`config.mk`:
```
export PLATFORM = sky130hd
export DESIGN_NAME = reg_write_history_flat
export DESIGN_NICKNAME = d
export VERILOG_FILES = /design/src/rtl/reg_write_history_if.sv /design/src/rtl/reg_write_history.sv /design/src/flat_wrapper.sv
export SDC_FILE = /design/constraint.sdc
export NUM_CORES = 1
export LEC_CHECK = 0
export ABC_AREA = 1
export CAP_MARGIN = 15
export CORE_MARGIN = 1.5
export CORE_UTILIZATION = 50
export DETAILED_ROUTE_END_ITERATION = 10
export GPL_ROUTABILITY_DRIVEN = 1
export HOLD_SLACK_MARGIN = 0.08
export PLACE_DENSITY = 0.69
export SLEW_MARGIN = 15
export SYNTH_ARGS = -nofsm -noshare
export SYNTH_HDL_FRONTEND = slang
export SYNTH_SLANG_ARGS = --single-unit
export TNS_END_PERCENT = 100
```
`constraint.sdc`:
```
create_clock -name clk -period 4.7 [get_ports clk]
set_clock_uncertainty 0.05 [all_clocks]
set_input_delay 0.705 -clock clk [delete_from_list [all_inputs] [get_ports clk]]
set_output_delay 0.705 -clock clk [all_outputs]
set_load 0.005 [all_outputs]
```
`src/rtl/reg_write_history_if.sv`:
```
// Bundle of the commit/browse inputs and display outputs of reg_write_history.
// master drives the register-file write port and buttons; slave is the history buffer.
interface reg_write_history_if #(
  parameter int DATA_W = 16,
  parameter int ADDR_W = 3,
  parameter int DEPTH  = 8
);
  localparam int CNT_W = $clog2(DEPTH + 1);
  localparam int IDX_W = $clog2(DEPTH);

  logic              commit;
  logic              reg_write;
  logic [ADDR_W-1:0] reg_write_addr;
  logic [DATA_W-1:0] reg_write_data;
  logic              peek;
  logic [DATA_W-1:0] peek_data;
  logic              older;
  logic              newer;
  logic              clear;
  logic [DATA_W-1:0] out;
  logic [ADDR_W-1:0] out_addr;
  logic [CNT_W-1:0]  count;
  logic [IDX_W-1:0]  view_idx;
  logic              overflow;

  modport master (
    output commit, reg_write, reg_write_addr, reg_write_data,
    output peek, peek_data, older, newer, clear,
    input  out, out_addr, count, view_idx, overflow
  );

  modport slave (
    input  commit, reg_write, reg_write_addr, reg_write_data,
    input  peek, peek_data, older, newer, clear,
    output out, out_addr, count, view_idx, overflow
  );
endinterface

```
`src/rtl/reg_write_history.sv`:
```
// Circular history of the last DEPTH committed register writes, browsable for the debug display.
// Optional REG_HIST_DEDUP_EN: suppress a push identical to the current newest entry.
module reg_write_history #(
  parameter int DATA_W = 16,
  parameter int ADDR_W = 3,
  parameter int DEPTH  = 8
) (
  input  logic                  clk,
  input  logic                  reset,
  reg_write_history_if.slave    bus
);
  localparam int PTR_W = $clog2(DEPTH);
  localparam int CNT_W = $clog2(DEPTH + 1);
  localparam int ENT_W = ADDR_W + DATA_W;
  localparam logic [CNT_W-1:0] FULL = CNT_W'(DEPTH);

  logic [ENT_W-1:0]  r_mem [DEPTH];
  logic [PTR_W-1:0]  r_wr_ptr;
  logic [CNT_W-1:0]  r_count;
  logic [PTR_W-1:0]  r_view;
  logic              r_overflow;
  logic [DATA_W-1:0] r_out;
  logic [ADDR_W-1:0] r_out_addr;

  logic              w_push_req;
  logic              w_dup;
  logic              w_mem_we;
  logic [ENT_W-1:0]  w_wr_entry;
  logic [PTR_W-1:0]  w_wr_ptr_nxt;
  logic [CNT_W-1:0]  w_count_nxt;
  logic [PTR_W-1:0]  w_view_nxt;
  logic              w_overflow_nxt;
  logic [PTR_W-1:0]  w_view_max;
  logic [PTR_W-1:0]  w_rd_idx;
  logic [ENT_W-1:0]  w_rd_entry;
  logic [DATA_W-1:0] w_out_nxt;
  logic [ADDR_W-1:0] w_out_addr_nxt;

  assign w_push_req = bus.commit && bus.reg_write;
  assign w_wr_entry = {bus.reg_write_addr, bus.reg_write_data};
  assign w_view_max = PTR_W'(r_count - CNT_W'(1));

`ifdef REG_HIST_DEDUP_EN
  logic [ENT_W-1:0] w_newest;
  assign w_newest = r_mem[r_wr_ptr - PTR_W'(1)];
  // count==0 covers clear-then-push: stale array contents never match
  assign w_dup    = (r_count != '0) && (w_newest == w_wr_entry);
`else
  assign w_dup    = 1'b0;
`endif

  always_comb begin
    w_mem_we       = 1'b0;
    w_wr_ptr_nxt   = r_wr_ptr;
    w_count_nxt    = r_count;
    w_view_nxt     = r_view;
    w_overflow_nxt = r_overflow;
    if (bus.clear) begin
      w_wr_ptr_nxt   = '0;
      w_count_nxt    = '0;
      w_view_nxt     = '0;
      w_overflow_nxt = 1'b0;
    end else if (w_push_req) begin
      w_view_nxt = '0;
      if (!w_dup) begin
        w_mem_we     = 1'b1;
        w_wr_ptr_nxt = r_wr_ptr + PTR_W'(1);
        if (r_count == FULL) w_overflow_nxt = 1'b1;
        else                 w_count_nxt    = r_count + CNT_W'(1);
      end
    end else if ((bus.older != bus.newer) && (r_count != '0)) begin
      if (bus.older && (r_view != w_view_max)) w_view_nxt = r_view + PTR_W'(1);
      if (bus.newer && (r_view != '0))         w_view_nxt = r_view - PTR_W'(1);
    end
  end

  // Display is built from next-state so a push shows its own data on the capture edge
  assign w_rd_idx   = w_wr_ptr_nxt - PTR_W'(1) - w_view_nxt;
  assign w_rd_entry = r_mem[w_rd_idx];

  always_comb begin
    w_out_nxt      = '0;
    w_out_addr_nxt = '0;
    if (bus.peek) begin
      w_out_nxt = bus.peek_data;
    end else if (w_count_nxt == '0) begin
      w_out_nxt = '0;
    end else if (w_mem_we) begin
      w_out_nxt      = bus.reg_write_data;
      w_out_addr_nxt = bus.reg_write_addr;
    end else begin
      w_out_nxt      = w_rd_entry[DATA_W-1:0];
      w_out_addr_nxt = w_rd_entry[ENT_W-1:DATA_W];
    end
  end

  always_ff @(posedge clk) begin
    if (w_mem_we) r_mem[r_wr_ptr] <= w_wr_entry;
  end

  always_ff @(posedge clk or posedge reset) begin
    if (reset) begin
      r_wr_ptr   <= '0;
      r_count    <= '0;
      r_view     <= '0;
      r_overflow <= 1'b0;
      r_out      <= '0;
      r_out_addr <= '0;
    end else begin
      r_wr_ptr   <= w_wr_ptr_nxt;
      r_count    <= w_count_nxt;
      r_view     <= w_view_nxt;
      r_overflow <= w_overflow_nxt;
      r_out      <= w_out_nxt;
      r_out_addr <= w_out_addr_nxt;
    end
  end

  assign bus.out      = r_out;
  assign bus.out_addr = r_out_addr;
  assign bus.count    = r_count;
  assign bus.view_idx = r_view;
  assign bus.overflow = r_overflow;
endmodule

```
`src/flat_wrapper.sv`:
```
// flat-port wrapper written by rule: the top's interface ports become plain ports
module reg_write_history_flat 
#(
  parameter int DATA_W = 16,
  parameter int ADDR_W = 3,
  parameter int DEPTH  = 8
)
  (clk, reset, bus_commit, bus_reg_write, bus_reg_write_addr, bus_reg_write_data, bus_peek, bus_peek_data, bus_older, bus_newer, bus_clear, bus_out, bus_out_addr, bus_count, bus_view_idx, bus_overflow);
  reg_write_history_if #(.DATA_W(DATA_W), .ADDR_W(ADDR_W), .DEPTH(DEPTH)) bus_i ();
  input  logic clk;
  input  logic reset;
  input wire logic [$bits(bus_i.commit)-1:0] bus_commit;
  input wire logic [$bits(bus_i.reg_write)-1:0] bus_reg_write;
  input wire logic [$bits(bus_i.reg_write_addr)-1:0] bus_reg_write_addr;
  input wire logic [$bits(bus_i.reg_write_data)-1:0] bus_reg_write_data;
  input wire logic [$bits(bus_i.peek)-1:0] bus_peek;
  input wire logic [$bits(bus_i.peek_data)-1:0] bus_peek_data;
  input wire logic [$bits(bus_i.older)-1:0] bus_older;
  input wire logic [$bits(bus_i.newer)-1:0] bus_newer;
  input wire logic [$bits(bus_i.clear)-1:0] bus_clear;
  output wire logic [$bits(bus_i.out)-1:0] bus_out;
  output wire logic [$bits(bus_i.out_addr)-1:0] bus_out_addr;
  output wire logic [$bits(bus_i.count)-1:0] bus_count;
  output wire logic [$bits(bus_i.view_idx)-1:0] bus_view_idx;
  output wire logic [$bits(bus_i.overflow)-1:0] bus_overflow;
  assign bus_i.commit = bus_commit;
  assign bus_i.reg_write = bus_reg_write;
  assign bus_i.reg_write_addr = bus_reg_write_addr;
  assign bus_i.reg_write_data = bus_reg_write_data;
  assign bus_i.peek = bus_peek;
  assign bus_i.peek_data = bus_peek_data;
  assign bus_i.older = bus_older;
  assign bus_i.newer = bus_newer;
  assign bus_i.clear = bus_clear;
  assign bus_out = bus_i.out;
  assign bus_out_addr = bus_i.out_addr;
  assign bus_count = bus_i.count;
  assign bus_view_idx = bus_i.view_idx;
  assign bus_overflow = bus_i.overflow;
  reg_write_history #(.DATA_W(DATA_W), .ADDR_W(ADDR_W), .DEPTH(DEPTH)) u_core (.clk(clk), .reset(reset), .bus(bus_i));
endmodule
```
# ---- After elaboration in Yosys (flattened, before gate mapping)
# Memories as Yosys holds them, arrays and structs flattened.
# Cells that the tools add are included.
dict set report totals {
  register_bits 30
  mem_bits_rw 152
  output_inout_bits 27
  elab_cells 50
  n_memories 1
}
dict set report classes {
  addsub 7
  eq_ne 3
  n_mux 23
  n_reduce_logical 10
}
# memory depth word_bits read_ports rd_clocked_by_memory_dff wr line
set mem_list {}
lappend mem_list {u_core.r_mem 8 19 1 0 1 reg_write_history.sv:17} ;# logic [ENT_W-1:0] r_mem [DEPTH];
# op n
set ops {}
lappend ops {{2-to-1 mux 16 bit} 3}
lappend ops {{2-to-1 mux 3 bit} 10}
lappend ops {{2-to-1 mux 4 bit} 3}
lappend ops {{subtractor 3 x 1 -> 3 bit (second input constant)} 3}
lappend ops {{2-to-1 mux 1 bit} 7}
lappend ops {{adder 3 x 1 -> 3 bit (second input constant)} 2}
lappend ops {{adder 4 x 1 -> 4 bit (second input constant)} 1}
lappend ops {{== test 4 bit (second input constant)} 1}
lappend ops {{logical AND 1 bit} 4}
lappend ops {{logical NOT 4 bit} 1}
lappend ops {{nonzero test 2 bit} 2}
lappend ops {{nonzero test 4 bit} 1}
lappend ops {{inequality test 3 bit} 1}
lappend ops {{nonzero test 3 bit} 1}
lappend ops {{subtractor 3 bit} 1}
lappend ops {{AND reduction 2 bit} 1}
lappend ops {{inequality test 1 bit} 1}

# ---- Longest topological paths before layout
# An unclocked memory read counts as a cell.
dict set report logic_depth {
  ltp_word 13
  depth_mapped 22
  ltp_nobuf 21
}

# ---- Worst setup path before layout
# Ideal clock, no wire load.
dict set report synth_timing {
  path_type {flip-flop to flip-flop}
  startpoint {reg u_core.r_count[0], in the netlist u_core.bus.count[0]}
  endpoint {reg u_core.r_out_addr[0], in the netlist u_core.bus.out_addr[0]}
  arrival_ns 3.186
  path_slack_ns 1.392
  path_stages_with_launch 21
  path_buffers 1
  synth_period_minus_slack_ns 3.308
  cell_sequence {dfrtp_1 inv_2 ha_1 inv_1 nand2_1 nand2_1 nor2_1 nand2_2 a21oi_1 or2_2 xor2_1 nand2_1 ha_1 fa_1 inv_1 clkbuf_1 a21oi_1 a32o_1 a21oi_1 nor2_1 nor2_1}
}
dict set report synth_via {
  elab_chain_cells 13
  elab_cells_between_ends 21
}
# element line
set synth_rtl {}
lappend synth_rtl {{start: declaration} reg_write_history.sv:19} ;# logic [CNT_W-1:0] r_count;
lappend synth_rtl {{start signal: assignment} reg_write_history.sv:111} ;# r_count <= w_count_nxt;
lappend synth_rtl {{subtractor 3 x 1 -> 3 bit} reg_write_history.sv:41} ;# assign w_view_max = PTR_W'(r_count - CNT_W'(1));
lappend synth_rtl {{inequality test 3 bit} reg_write_history.sv:72} ;# if (bus.older && (r_view != w_view_max)) w_view_nxt = r_view + PTR_W'(1);
lappend synth_rtl {{logical AND 1 bit} reg_write_history.sv:72}
lappend synth_rtl {{2-to-1 mux 3 bit} reg_write_history.sv:72}
lappend synth_rtl {{2-to-1 mux 3 bit} reg_write_history.sv:73} ;# if (bus.newer && (r_view != '0)) w_view_nxt = r_view - PTR_W'(1);
lappend synth_rtl {{2-to-1 mux 3 bit} reg_write_history.sv:71} ;# end else if ((bus.older != bus.newer) && (r_count != '0)) begin
lappend synth_rtl {{2-to-1 mux 3 bit} reg_write_history.sv:63} ;# end else if (w_push_req) begin
lappend synth_rtl {{2-to-1 mux 3 bit} reg_write_history.sv:58} ;# if (bus.clear) begin
lappend synth_rtl {{subtractor 3 bit} reg_write_history.sv:78} ;# assign w_rd_idx = w_wr_ptr_nxt - PTR_W'(1) - w_view_nxt;
lappend synth_rtl {{memory read (8 x 19 bit)} n/a}
lappend synth_rtl {{2-to-1 mux 3 bit} reg_write_history.sv:88} ;# end else if (w_mem_we) begin
lappend synth_rtl {{2-to-1 mux 3 bit *} reg_write_history.sv:86} ;# end else if (w_count_nxt == '0) begin
lappend synth_rtl {{2-to-1 mux 3 bit *} reg_write_history.sv:84} ;# if (bus.peek) begin
lappend synth_rtl {{via u_core.w_out_addr_nxt[0]} reg_write_history.sv:37} ;# logic [ADDR_W-1:0] w_out_addr_nxt;
lappend synth_rtl {{end signal: assignment} reg_write_history.sv:115} ;# r_out_addr <= w_out_addr_nxt;
lappend synth_rtl {{end: declaration} reg_write_history.sv:23} ;# logic [ADDR_W-1:0] r_out_addr;
# The timed path passes the listed nets; every way through them passes the cells marked *.
# A chain may end at the register's enable or synchronous reset.

# ---- Worst setup path after layout
dict set report layout_timing {
  startpoint {reg u_core.r_count[0], in the netlist u_core.bus.count[0]}
  endpoint {reg u_core.r_out[4], in the netlist u_core.bus.out[4]}
}
dict set report layout_via {
  elab_chain_cells 13
  elab_cells_between_ends 21
}
# element line
set layout_rtl {}
lappend layout_rtl {{subtractor 3 x 1 -> 3 bit} reg_write_history.sv:41}
lappend layout_rtl {{inequality test 3 bit} reg_write_history.sv:72}
lappend layout_rtl {{logical AND 1 bit} reg_write_history.sv:72}
lappend layout_rtl {{2-to-1 mux 3 bit} reg_write_history.sv:72}
lappend layout_rtl {{2-to-1 mux 3 bit} reg_write_history.sv:73}
lappend layout_rtl {{2-to-1 mux 3 bit} reg_write_history.sv:71}
lappend layout_rtl {{2-to-1 mux 3 bit} reg_write_history.sv:63}
lappend layout_rtl {{2-to-1 mux 3 bit} reg_write_history.sv:58}
lappend layout_rtl {{subtractor 3 bit} reg_write_history.sv:78}
lappend layout_rtl {{memory read (8 x 19 bit)} n/a}
lappend layout_rtl {{2-to-1 mux 16 bit} reg_write_history.sv:88}
lappend layout_rtl {{2-to-1 mux 16 bit *} reg_write_history.sv:86}
lappend layout_rtl {{2-to-1 mux 16 bit *} reg_write_history.sv:84}
lappend layout_rtl {{via u_core.w_out_nxt[4]} reg_write_history.sv:36} ;# logic [DATA_W-1:0] w_out_nxt;
lappend layout_rtl {{end signal: assignment} reg_write_history.sv:114} ;# r_out <= w_out_nxt;
lappend layout_rtl {{end: declaration} reg_write_history.sv:22} ;# logic [DATA_W-1:0] r_out;
# Marks and branches as above.

==> impl_metrics.ini <==
[power]
power.total_mw = 3.76
ir_drop_uv = 245
swShare = 0.230
leakagePower_nw = 3.48
clockPowerShare = 0.405
power_density_mw_per_mm2 = 404
switchingPower_mw = 0.865
p_comb_frac = 0.120
internal_power_mw = 2.89
p_seq_frac = 0.475

[cells_and_area]
fillers = 1206
drive_gt1_frac = 0.125
antenna_cells = 0
fin_nets = 795
syn2layout_area_growth_pct = 19.8

[yosys]
synthTopCellsByArea = edfxtp_1, dfrtp_1, nor2_1
synth_top_area_cell = edfxtp_1
synth_cell_type_count = 38
synth_most_common_cell = edfxtp_1
syn_area_mm2 = 0.00777
synth-edff-count = 152
synthCells = 672
yosys-top-cells-count = edfxtp_1, nor2_1, nand2_1
ys.warnings.count = 0
synth-main-ff-cell = edfxtp_1
synth_nets = 723
ys_async_sr_fraction = 0.165
synth_top_area_frac = 0.587
ys_seq_area_frac = 0.684
synth-seq-cells = 182
avgSynthCellArea_um2 = 11.6

[sta]
setup_violations = 0
fin_crit_ps = 3830
tightest_slew_ps = 987
rsz0062_at_grt = false
fin_tns_setup_ps = 0
post-route-period-util = 0.814
slew_viol_final = 0
hold_viol_final = 0
max_freq_mhz = 261
slew_headroom = 0.340

[placement]
io_buffers = 69
dp_hpwl_um = 9930
routabilityCongestion = 0.789

[cts]
cts_inserted_buffers = 17
clockBufferDepth = 2
post_cts_resized = 0
holdBufCountCts = 0
numClockSinks = 182
cts_tree = done
clkLatencyLatePin_ps = 420
postCtsSetupBuffers = 0
htree_num_levels = 4
clk_pin_slew_ps = 60
cts_root_buf = clkbuf_16

[die]
dieHeight_um = 128
rows = 45
dieArea_mm2 = 0.0163
core_area_mm2 = 0.0152
ioPinCount = 70
initial_core_util = 0.511
die_x_um = 128

[critical_path]
r2r_slack_ps = 870
cp-end-kind = flip-flop
critical_path_class = flip-flop to flip-flop
worstPathMaxFanout = 23
critPathLaunch = u_core.bus.count[0]
required_ps = 4960
cp_data_arrival_time_ps = 4090
startpoint_type = flip-flop
crit-reg2reg-launch = u_core.bus.count[0]

[global_routing]
met3_usage = 0.0363
antenna_found_initial = 0
grtUsageMet1 = 0.307
grt_use_met2 = 0.372
grt_overflow_total = 0
grt_start_max_net_pins = 77
grt_pass1_wl_um = 27500
grt_pass1_vias = 5226
busiest_layer = met2
grtUsageTotal = 0.227

[flow_run]
drv_cap = 0

[routing]
drtAntennaViolNets = 0
vias = 5370
viasPerCell = 5.68
drc = 0
drtPass1Iterations = 5
drt_iter0_drc = 494
routed_wl_um = 17500
wl_per_cell_um = 18.6

[status]
status = finished clean

[worst_hold_path]
hp-start = u_core.bus.overflow
hp-class = flip-flop to flip-flop
[critical path, stage by stage (launching register included)]
cell	delay [ps]
dfrtp_1	460
inv_2	80
ha_1	310
inv_1	90
nand2_1	50
nand2_1	50
nor2_1	50
nand2_2	80
a21oi_1	70
or2_2	310
xor2_1	150
nand2_1	90
ha_1	220
fa_1	410
xnor2_2	240
inv_1	100
nand2_4	280
nand2_4	260
nand2_1	140
nand3_1	80
nand2_1	90
nand2_1	50
[power groups by stage]
stage                     clock (mW)  sequential, mW  combinational (mW)
after floorplan                    0            1.82               0.280
after global placement             0            1.82               0.435
after detailed placement           0            1.82               0.447
after CTS                       1.54            1.78               0.453
after global routing            1.61            1.78               0.503
final                           1.52            1.78               0.451
[layout make-up]
| cell class | count | area [µm²] | area share |
|---|---|---|---|
| clock inverters | 13 | 204 | 0.0219 |
| well taps | 188 | 235 | 0.0253 |
| inverters | 28 | 108 | 0.0116 |
| clock buffers | 19 | 433 | 0.0465 |
| flip-flops and latches | 182 | 5320 | 0.571 |
| repair buffers | 88 | 846 | 0.0909 |
| multi-input cells | 427 | 2170 | 0.233 |
[registers in the layout, indices dropped and copies added (netlist names)]
register	cells
u_core.bus.view_idx	3
u_core.bus.out_addr	3
u_core.bus.out	16
u_core.bus.overflow	1
u_core.bus.count	4
u_core.r_mem	152
u_core.r_wr_ptr	3
[cell families (layout without fill, tap and decap cells)]
logic type | Yosys count | in the layout | share of synthesized area
and+or+nand+nor | 285 | 285 | 0.164
DFF | 182 | 182 | 0.684
AOI/OAI and AO/OA | 130 | 130 | 0.0950
buffers and inverters | 63 | 148 | 0.0372
adders and majority gates | 8 | 8 | 0.0138
xor gates and xnor gates | 4 | 4 | 0.00548
[path summary, 6_finish.rpt]
| check | cells past startpoint | end |
|---|---|---|
| worst max-delay path | 21 | u_core.bus.out[4] |
| worst min-delay path | 2 | u_core.bus.overflow |
| worst max register to register | 21 | u_core.bus.out[4] |
| worst min register to register | 2 | u_core.bus.overflow |
| max in group asynchronous | 3 | u_core.bus.out[2] |
| min in group asynchronous | 3 | u_core.bus.out[10] |
[layout by cell type (no fill, tap or decap), types with 3 or more instances in the layout]
cell               n
edfxtp_1         152
nor2_1           123
nand2_1           89
o21ai_0           76
clkdlybuf4s50_1   69
nand3_1           37
o22ai_1           35
dfrtp_1           30
inv_1             20
buf_4             18
clkbuf_16         17
nand2_2           16
a21oi_1           10
inv_2              7
ha_1               7
nand2_4            5
nand3_2            5
bufinv_16          5
xor2_1             3
nor2_2             3
a32o_1             3
clkinvlp_4         3
[through the flow]
| step | setup WS [ps] | instances | instance area, µm² | util | hold slack, ps |
|---|---|---|---|---|---|
| finish | 874 | 945 | 9310 | 0.612 | 471 |
| global route | 563 | 945 | 9310 | 0.612 | 492 |
| CTS | 854 | 945 | 9310 | 0.612 | 488 |
| detailed placement | 572 | 913 | 8670 | 0.570 | 473 |
| global placement | 675 | 913 | 8670 | 0.570 | 438 |
| floorplan | 1390 | 672 | 7770 | - | 441 |
[per-layer routing]
layer | share of wire | wire length, µm
met3 | 0.062 | 1080
met5 | 0 | 0
met4 | 0.019 | 326
met2 | 0.49 | 8580
met1 | 0.43 | 7560
(Power assumes the default switching activity.)
